<file path="config.mk">
export PLATFORM = sky130hd
export DESIGN_NAME = bcd_digit_counter_flat
export DESIGN_NICKNAME = d
export VERILOG_FILES = /design/src/rtl/bcd_digit_counter_if.sv /design/src/rtl/bcd_digit_counter.sv /design/src/flat_wrapper.sv
export SDC_FILE = /design/constraint.sdc
export NUM_CORES = 1
export LEC_CHECK = 0
export CORE_AREA = 2 2 50 52
export DETAILED_ROUTE_END_ITERATION = 6
export DIE_AREA = 0 0 52 54
export GPL_TIMING_DRIVEN = 0
export PLACE_DENSITY_LB_ADDON = 0.12
export SYNTH_ARGS = -nofsm -noshare
export SYNTH_HDL_FRONTEND = slang
export SYNTH_SLANG_ARGS = --single-unit
</file>
<file path="constraint.sdc">
create_clock -name clk -period 3.7 [get_ports clk]
set_input_delay 1.11 -clock clk [delete_from_list [all_inputs] [get_ports clk]]
set_output_delay 1.11 -clock clk [all_outputs]
set_load 0.01 [all_outputs]
</file>
<file path="src/rtl/bcd_digit_counter_if.sv">
// Control and digit bus of the two-digit BCD counter.
// Latency: n/a (wires only).
// Backpressure: none; the counter has no stall path.
interface bcd_digit_counter_if;
    logic       en;
    logic       up_dn;
    logic       clr;
    logic       load;
    logic [3:0] load_tens;
    logic [3:0] load_ones;
    logic [3:0] tens;
    logic       d;
    logic       c;
    logic       b;
    logic       a;
    logic       carry;
    logic       load_err;

    modport master (
        output en, up_dn, clr, load, load_tens, load_ones,
        input  tens, d, c, b, a, carry, load_err
    );

    modport slave (
        input  en, up_dn, clr, load, load_tens, load_ones,
        output tens, d, c, b, a, carry, load_err
    );
endinterface

</file>
<file path="src/rtl/bcd_digit_counter.sv">
// Two-digit BCD up/down counter, one step every DIV enabled clocks; ones digit feeds the code converter.
// Latency: digits, carry and load_err are registered and appear 1 clk after the tick/load/clr cycle.
// Backpressure: none; en=0 freezes prescaler and digits, clr > load > tick > hold.
module bcd_digit_counter #(
    parameter int DIV   = 10,
    parameter int DIV_W = 4
) (
    input  logic                 clk,
    input  logic                 rst_n,
    bcd_digit_counter_if.slave   bus
);

    localparam logic [DIV_W-1:0] PRESC_LAST = DIV_W'(DIV - 1);

    logic [DIV_W-1:0] presc_q, presc_d;
    logic [3:0]       tens_q,  tens_d;
    logic [3:0]       ones_q,  ones_d;
    logic             carry_q, carry_d;
    logic             load_err_q, load_err_d;
    logic             tick;
    logic             tens_bad;
    logic             ones_bad;

    assign tick     = bus.en && (presc_q == PRESC_LAST);
    assign tens_bad = (bus.load_tens > 4'd9);
    assign ones_bad = (bus.load_ones > 4'd9);

    always_comb begin
        presc_d    = presc_q;
        tens_d     = tens_q;
        ones_d     = ones_q;
        carry_d    = 1'b0;
        load_err_d = 1'b0;

        if (bus.clr) begin
            presc_d = '0;
            tens_d  = 4'd0;
            ones_d  = 4'd0;
        end else if (bus.load) begin
            // Out-of-range nibbles load as 0 so digits never leave 0..9.
            presc_d    = '0;
            tens_d     = tens_bad ? 4'd0 : bus.load_tens;
            ones_d     = ones_bad ? 4'd0 : bus.load_ones;
            load_err_d = tens_bad || ones_bad;
        end else if (tick) begin
            presc_d = '0;
            if (bus.up_dn) begin
                if (ones_q == 4'd9) begin
                    ones_d = 4'd0;
                    if (tens_q == 4'd9) begin
                        tens_d  = 4'd0;
                        carry_d = 1'b1;
                    end else begin
                        tens_d = tens_q + 4'd1;
                    end
                end else begin
                    ones_d = ones_q + 4'd1;
                end
            end else begin
                if (ones_q == 4'd0) begin
                    ones_d = 4'd9;
                    if (tens_q == 4'd0) begin
                        tens_d  = 4'd9;
                        carry_d = 1'b1;
                    end else begin
                        tens_d = tens_q - 4'd1;
                    end
                end else begin
                    ones_d = ones_q - 4'd1;
                end
            end
        end else if (bus.en) begin
            presc_d = presc_q + DIV_W'(1);
        end
    end

    always_ff @(posedge clk or negedge rst_n) begin
        if (!rst_n) begin
            presc_q    <= '0;
            tens_q     <= 4'd0;
            ones_q     <= 4'd0;
            carry_q    <= 1'b0;
            load_err_q <= 1'b0;
        end else begin
            presc_q    <= presc_d;
            tens_q     <= tens_d;
            ones_q     <= ones_d;
            carry_q    <= carry_d;
            load_err_q <= load_err_d;
        end
    end

    assign bus.tens                     = tens_q;
    assign {bus.d, bus.c, bus.b, bus.a} = ones_q;
    assign bus.carry                    = carry_q;
    assign bus.load_err                 = load_err_q;

endmodule
</file>
<file path="src/flat_wrapper.sv">
// flat-port wrapper written by rule: the top's interface ports become plain ports
module bcd_digit_counter_flat 
#(
    parameter int DIV   = 10,
    parameter int DIV_W = 4
)
  (clk, rst_n, bus_en, bus_up_dn, bus_clr, bus_load, bus_load_tens, bus_load_ones, bus_tens, bus_d, bus_c, bus_b, bus_a, bus_carry, bus_load_err);
  bcd_digit_counter_if bus_i ();
  input  logic clk;
  input  logic rst_n;
  input wire logic [$bits(bus_i.en)-1:0] bus_en;
  input wire logic [$bits(bus_i.up_dn)-1:0] bus_up_dn;
  input wire logic [$bits(bus_i.clr)-1:0] bus_clr;
  input wire logic [$bits(bus_i.load)-1:0] bus_load;
  input wire logic [$bits(bus_i.load_tens)-1:0] bus_load_tens;
  input wire logic [$bits(bus_i.load_ones)-1:0] bus_load_ones;
  output wire logic [$bits(bus_i.tens)-1:0] bus_tens;
  output wire logic [$bits(bus_i.d)-1:0] bus_d;
  output wire logic [$bits(bus_i.c)-1:0] bus_c;
  output wire logic [$bits(bus_i.b)-1:0] bus_b;
  output wire logic [$bits(bus_i.a)-1:0] bus_a;
  output wire logic [$bits(bus_i.carry)-1:0] bus_carry;
  output wire logic [$bits(bus_i.load_err)-1:0] bus_load_err;
  assign bus_i.en = bus_en;
  assign bus_i.up_dn = bus_up_dn;
  assign bus_i.clr = bus_clr;
  assign bus_i.load = bus_load;
  assign bus_i.load_tens = bus_load_tens;
  assign bus_i.load_ones = bus_load_ones;
  assign bus_tens = bus_i.tens;
  assign bus_d = bus_i.d;
  assign bus_c = bus_i.c;
  assign bus_b = bus_i.b;
  assign bus_a = bus_i.a;
  assign bus_carry = bus_i.carry;
  assign bus_load_err = bus_i.load_err;
  bcd_digit_counter #(.DIV(DIV), .DIV_W(DIV_W)) u_core (.clk(clk), .rst_n(rst_n), .bus(bus_i));
endmodule
</file>
==> results of run 1 <==
==> state kept, by name, indices dropped and copies added (netlist names) <==
register,count
u_core.bus.carry,1
u_core.ones_q,4
u_core.presc_q,4
u_core.bus.load_err,1
u_core.bus.tens,4
==> per-stage QoR <==
step                      total power, mW   util  hold slack [ps]
final                               0.366  0.632              588
after floorplan                     0.217      -              536
after detailed placement            0.257  0.617              571
after CTS                           0.367  0.632              579
after global routing                0.386  0.632              627
after global placement              0.254  0.617              559
==> per-layer routing <==
layer  track usage  wire length, um  up-vias
met5             0                0        -
met4         0.127               43        0
met2         0.390             1370       20
met3        0.0306               78        4
li1              -                -      573
met1         0.282             1320      559
==> worst reg2reg max path, stage by stage (launching register included) <==
cell      delay, ps
dfrtp_1         500
inv_1           100
ha_1            230
or3b_4          410
a211oi_4        380
o21ai_1         120
a22oi_1         220
o21ai_1          80
==> placed cells by master (no fill, tap or decap), drive strengths merged, types with 2 or more instances in the layout <==
master and count:
nor2b 5, nand2b 2, inv 7, nor2 15
and4b 2, dfrtp 14, o21bai 3, clkbuf 10
clkdlybuf4s50 22, o21ai 13, buf 3, nand3b 2
nand2 10, nor3b 2, ha 8, nor4 2
a22oi 3, mux2i 4, a211oi 2, a21oi 10
o22ai 2, a31oi 2, nand3 4, nor3 4
==> worst paths after layout <==
| path | startpoint | end | slack, ps | depth (start not counted) |
|---|---|---|---|---|
| setup / recovery | bus_up_dn | u_core.bus.tens[3] | 920 | 7 |
| hold / removal | u_core.presc_q[3] | u_core.presc_q[3] | 590 | 2 |
| setup reg to reg | u_core.ones_q[0] | u_core.bus.tens[3] | 1520 | 7 |
| hold reg to reg | u_core.presc_q[3] | u_core.presc_q[3] | 590 | 2 |
| max in group asynchronous | rst_n | u_core.bus.load_err | 2060 | 1 |
| min in group asynchronous | rst_n | u_core.presc_q[1] | 1220 | 1 |
==> cell families (layout without fill, tap and decap cells) <==
logic type | Yosys count | after routing | synth area share
AO/OA/AOI/OAI | 45 | 45 | 0.254
XOR/XNOR | 2 | 2 | 0.0149
adder cells (fa/ha/maj) | 8 | 8 | 0.0854
buffers and inverters | 16 | 42 | 0.0587
flip-flops | 14 | 14 | 0.299
multiplexers | 4 | 4 | 0.0342
AND/OR/NAND/NOR | 54 | 54 | 0.254
==> final cells by class <==
cell class                      instances  area [um^2]
Tap cell                               30         37.5
Inverter                                7         26.3
Sequential cell                        14          350
Clock buffer                            4         36.3
Timing Repair Buffer                   22          220
Multi-Input combinational cell        113          753
Fill cell                             193          853
Buffer                                  9         42.5
==> power by group <==
part | switching (mW) | internal (mW) | leakage, nW
clock | 0.0519 | 0.0599 | 0.0210
sequential | 0.00827 | 0.158 | 0.190
combinational | 0.0448 | 0.0429 | 0.357
total | 0.105 | 0.261 | 0.569
==> metrics.log, run 1 <==
INFO  metric worstPathCellList = clkdlybuf4s50_1 > clkbuf_1 > nand3_1 > a211oi_4 > o21ai_1 > a22oi_1 > o21ai_1
INFO  metric first_global_vias = 1059
INFO  metric run_status = finished, final reports clean
INFO  metric antennaDiodeCount = 0
INFO  metric worstMarginPinSlew = 655 ps
INFO  metric synth.net_count = 165
INFO  metric die_footprint = 0.00281 mm^2
INFO  metric cts-hold-fix-buffers = 0
INFO  metric total_leakage_power = 0.569 nW
INFO  metric number_of_cells_upsized_or_downsized_after_cts = 0
INFO  metric wire_length_of_the_first_global_routing_pass = 4.71 mm
INFO  metric report.final.hold_viol_count = 0
INFO  metric ys_async_sr_fraction = 1.00
INFO  metric setup.worst_path.start_class = primary input
INFO  metric critical-path-top-delay-family = buffers and inverters
INFO  metric fin_nets = 192
INFO  metric routedWlPerCell = 14.1 um
INFO  metric std_cell_rows = 18
INFO  metric cts_tree = done
INFO  metric worst_setup_hold_path_clk_slew = 90 ps
INFO  metric drt-vias-per-instance = 5.81
INFO  metric drt_iter0_drc = 17
INFO  metric worst_clock_skew = 1.65 ps
INFO  metric finalSetupViolCount = 0
INFO  metric dp.cells = 195
INFO  metric final_cell_area = 0.00147 mm^2
INFO  metric clock_tree.buffer_depth = 2
INFO  metric path_class = primary input to register
INFO  metric placement.setup.worst_slack = 644 ps
INFO  metric timing.critical_path.mode_cell = o21ai_1
INFO  metric class_of_the_tightest_hold_or_removal_check = register to register
INFO  metric finish.cell_count_without_fillers = 199
INFO  metric core_region_area = 0.00232 mm^2
INFO  metric final.min_clock_period = 2780 ps
INFO  metric yosysTopAreaCell = dfrtp_1
INFO  metric clock_network_latency_to_the_later_pin_of_the_worst_skew_pair = 280 ps
INFO  metric detail_route.drc_violations = 0
INFO  metric post_synth_main_area_contributors = dfrtp_1 30%, ha_1 8.5%, nor2_1 4.8%
INFO  metric synthToLayoutAreaGrowth = 25.1%
INFO  metric detail_route.wirelength = 2.81 mm
INFO  metric yosysTopAreaCellShare = 0.299
INFO  metric final.setup.tns = 0 ps
INFO  metric dp_hpwl = 2.14 mm
INFO  metric ant_nets = 0
INFO  metric overflow = 0
INFO  metric synthFlopType = dfrtp_1
INFO  metric synth.cell_area = 0.00117 mm^2
INFO  metric global_route.usage.total = 0.230
INFO  metric io_buf_count = 22
INFO  metric post-route-worst-setup-slack = 925 ps
INFO  metric grt_max_degree = 15
INFO  metric cts_root_buffer = clkbuf_4
INFO  metric timing.critical_path.to_type = register
INFO  metric critical_path_arrival = 2930 ps
INFO  metric drt_pre_antenna_iters = 4
INFO  metric postSynthCellCount = 143
INFO  metric fin_crit_sh = 0.750
INFO  metric powerDensity = 249 mW/mm^2
INFO  metric timing.critical_path.slowest_stage_cell = clkdlybuf4s50_1
INFO  metric timing.slew.headroom = 0.562
INFO  metric synth.avg_cell_area = 8.20 um^2
INFO  metric yosysUniqueCellTypes = 47
INFO  metric detailroute.via_count = 1156
INFO  metric crit_fanout = 10
INFO  metric floorplan.die.width = 52 um
INFO  metric cts.sinks = 14
INFO  metric critical_path_buf_inv_count = 2
INFO  metric initial_utilization = 0.505
INFO  metric max_h_tree_level = 1
INFO  metric cts_made_buffers = 3
INFO  metric timing.max_cap.violations = 0
INFO  metric most_frequent_cells_after_synthesis = 15 x nor2_1, 14 x dfrtp_1, 11 x o21ai_0
INFO  metric cp_data_required_time = 3850 ps
INFO  metric final_layout_size_suffix_gt1_frac = 0.0710
INFO  metric die_height = 54 um
INFO  metric postCtsSetupBuffers = 0
INFO  metric slew_violations = 0
INFO  metric synth-edff-count = 0
INFO  metric vdd.ir_drop.worst = 0.000164 V
INFO  metric place_area = 0.00143 mm^2
INFO  metric ys_seq_elements = 14
INFO  metric synth.most_common_cell = nor2_1
INFO  metric antenna_found_initial = 0
INFO  metric clock.fmax = 0.360 GHz
INFO  metric slowest_delay = 500 ps
INFO  metric gp_congestion = 0.891
INFO  metric unrepaired_setup_endpoints_after_global_routing = no
INFO  metric yosysWarningCount = 0
INFO  metric boundaryPins = 24
INFO  metric synth_seq_area_share = 0.299
No activity file was read; power rests on OpenSTA's default activity.
==> run 2, diff against run 1 <==
--- a/config.mk
+++ b/config.mk
@@ -5,9 +5,9 @@
 export SDC_FILE = /design/constraint.sdc
 export NUM_CORES = 1
 export LEC_CHECK = 0
-export CORE_AREA = 2 2 50 52
+export CORE_AREA = 2 2 51 53
 export DETAILED_ROUTE_END_ITERATION = 6
-export DIE_AREA = 0 0 52 54
+export DIE_AREA = 0 0 53 55
 export GPL_TIMING_DRIVEN = 0
 export PLACE_DENSITY_LB_ADDON = 0.12
 export SYNTH_ARGS = -nofsm -noshare
==> constraint.sdc (replaced) <==
create_clock -name clk -period 2.8 [get_ports clk]
set_input_delay 0.84 -clock clk [delete_from_list [all_inputs] [get_ports clk]]
set_output_delay 0.84 -clock clk [all_outputs]
set_load 0.01 [all_outputs]
==> metrics.log, run 2 (same netlist as run 1, synthesis figures left out) <==
INFO  metric unrepaired_setup_endpoints_after_global_routing = no
INFO  metric routedWlPerCell = 13.8 um (-2.3%)
INFO  metric die_height = 55 um (+1.9%)
INFO  metric boundaryPins = 24 (unchanged)
INFO  metric global_route.usage.total = 0.214 (-0.0162)
INFO  metric max_h_tree_level = 1 (unchanged)
INFO  metric die_footprint = 0.00292 mm^2 (+3.8%)
INFO  metric slew_violations = 0 (unchanged)
INFO  metric path_class = primary input to register
INFO  metric class_of_the_tightest_hold_or_removal_check = register to register
INFO  metric synthToLayoutAreaGrowth = 25.1% (unchanged)
INFO  metric final.setup.tns = 0 ps (unchanged)
INFO  metric crit_fanout = 10 (unchanged)
INFO  metric drt-vias-per-instance = 5.53 (-4.8%)
INFO  metric final_layout_size_suffix_gt1_frac = 0.0710 (unchanged)
INFO  metric most-common-layout-cells = 22 x clkdlybuf4s50_1, 15 x nor2_1, 14 x dfrtp_1, 11 x o21ai_0
INFO  metric clock.fmax = 0.402 GHz
INFO  metric fin_crit_sh = 0.889
INFO  metric timing.critical_path.slowest_stage_cell = clkdlybuf4s50_1
INFO  metric worst_setup_hold_path_clk_slew = 90 ps (about the same)
INFO  metric wire_length_of_the_first_global_routing_pass = 4.47 mm (-5.0%)
INFO  metric cts_tree = done
INFO  metric cp_data_required_time = 2960 ps (-890 ps)
INFO  metric cts_root_buffer = clkbuf_4
INFO  metric worst_clock_skew = 8.92 ps (+7.27 ps)
INFO  metric final_cell_area = 0.00147 mm^2 (unchanged)
INFO  metric timing.critical_path.to_type = register
INFO  metric hold_depth = 2 (unchanged)
INFO  metric clock_tree.buffer_depth = 2 (unchanged)
INFO  metric vdd.ir_drop.worst = 0.000216 V (+31%)
INFO  metric dp.cells = 195 (unchanged)
INFO  metric overflow = 0 (unchanged)
INFO  metric gp_congestion = 0.868 (-2.5%)
INFO  metric number_of_cells_upsized_or_downsized_after_cts = 0 (unchanged)
INFO  metric detail_route.wirelength = 2.75 mm (-2.3%)
INFO  metric r2r_cells = 7 (unchanged)
INFO  metric drt_iter0_drc = 12 (-5)
INFO  metric report.final.hold_viol_count = 0 (unchanged)
INFO  metric first_global_vias = 1007 (-4.9%)
INFO  metric antenna_found_initial = 0 (unchanged)
INFO  metric timing.critical_path.mode_cell = o21ai_1
INFO  metric timing.max_cap.violations = 0 (unchanged)
INFO  metric dp_hpwl = 2.14 mm (about the same)
INFO  metric place_area = 0.00143 mm^2 (unchanged)
INFO  metric timing.slew.headroom = 0.574 (+0.0117)
INFO  metric cts_made_buffers = 3 (unchanged)
INFO  metric mostFrequentLayoutCell = clkdlybuf4s50_1
INFO  metric total_leakage_power = 0.569 nW (unchanged)
INFO  metric critical_path_arrival = 2640 ps (-290 ps)
INFO  metric worstMarginPinSlew = 637 ps (-17.5 ps)
INFO  metric postLayoutCoreUtil = 0.620 (-0.0120)
INFO  metric fin_nets = 192 (unchanged)
INFO  metric filler_cell_count = 218 (+13%)
INFO  metric core_region_area = 0.00236 mm^2 (+1.9%)
INFO  metric detail_route.drc_violations = 0 (unchanged)
INFO  metric floorplan.die.width = 53 um (+1.9%)
INFO  metric holdWs = 589 ps (+0.544 ps)
INFO  metric run_status = finished, final reports clean
INFO  metric cts.sinks = 14 (unchanged)
INFO  metric std_cell_rows = 18 (unchanged)
INFO  metric initial_utilization = 0.496 (-0.00963)
INFO  metric clock_network_latency_to_the_later_pin_of_the_worst_skew_pair = 290 ps (about the same)
INFO  metric ant_nets = 0 (unchanged)
INFO  metric finish.cell_count_without_fillers = 199 (unchanged)
INFO  metric antennaDiodeCount = 0 (unchanged)
INFO  metric slowest_delay = 500 ps (about the same)
INFO  metric setup.worst_path.start_class = primary input
INFO  metric worstPathCellList = clkdlybuf4s50_1 > clkbuf_1 > nand3_1 > a211oi_4 > o21ai_1 > a22oi_1 > o21ai_1
INFO  metric drt_pre_antenna_iters = 4 (unchanged)
INFO  metric powerDensity = 330 mW/mm^2 (+32%)
INFO  metric final.min_clock_period = 2490 ps
INFO  metric cts-hold-fix-buffers = 0 (unchanged)
INFO  metric finalSetupViolCount = 0 (unchanged)
INFO  metric postCtsSetupBuffers = 0 (unchanged)
INFO  metric io_buf_count = 22 (unchanged)
INFO  metric grt_max_degree = 15 (unchanged)
INFO  metric detailroute.via_count = 1100 (-4.8%)
-- run 2: routing by layer --
metal,track usage,wire length (um)
met1,0.266,1290
met2,0.354,1360
met3,0.0403,56
met4,0.111,44
met5,0,0
-- run 2: layout make-up --
class	count	area (um^2)	area share
well taps	30	37.5	0.0256
multi-input cells	113	753	0.514
plain buffers	9	42.5	0.0290
flip-flops and latches	14	350	0.239
clock buffers	4	36.3	0.0247
repair buffers	22	220	0.150
inverters	7	26.3	0.0179
-- run 2: power breakdown --
group	switching, mW	leakage (nW)	total, mW	internal, mW
Clock	0.0696	0.0210	0.149	0.0792
Combinational	0.0586	0.357	0.115	0.0567
Sequential	0.0109	0.190	0.220	0.209
-- run 2: final timing paths --
path / startpoint / to / slack (ps)
setup / recovery: bus_up_dn / u_core.bus.tens[3] / 310
hold / removal: u_core.presc_q[3] / u_core.presc_q[3] / 590
setup reg to reg: u_core.ones_q[0] / u_core.bus.tens[3] / 660
hold reg to reg: u_core.presc_q[3] / u_core.presc_q[3] / 590
max in group asynchronous: rst_n / u_core.bus.tens[3] / 1450
min in group asynchronous: rst_n / u_core.ones_q[1] / 940
-- run 2: critical path: cells and delay by family --
kind | cells | cell delay, ps
compound gates | 4 | 790
buf+inv | 2 | 840
simple gates | 1 | 180
-- run 2: stage by stage --
stage / worst slack, ps / power (mW)
finish: 311 / 0.484
global route: 138 / 0.511
CTS: 321 / 0.486
detailed placement: 25.9 / 0.338
global placement: 54.5 / 0.335
floorplan: 774 / 0.286
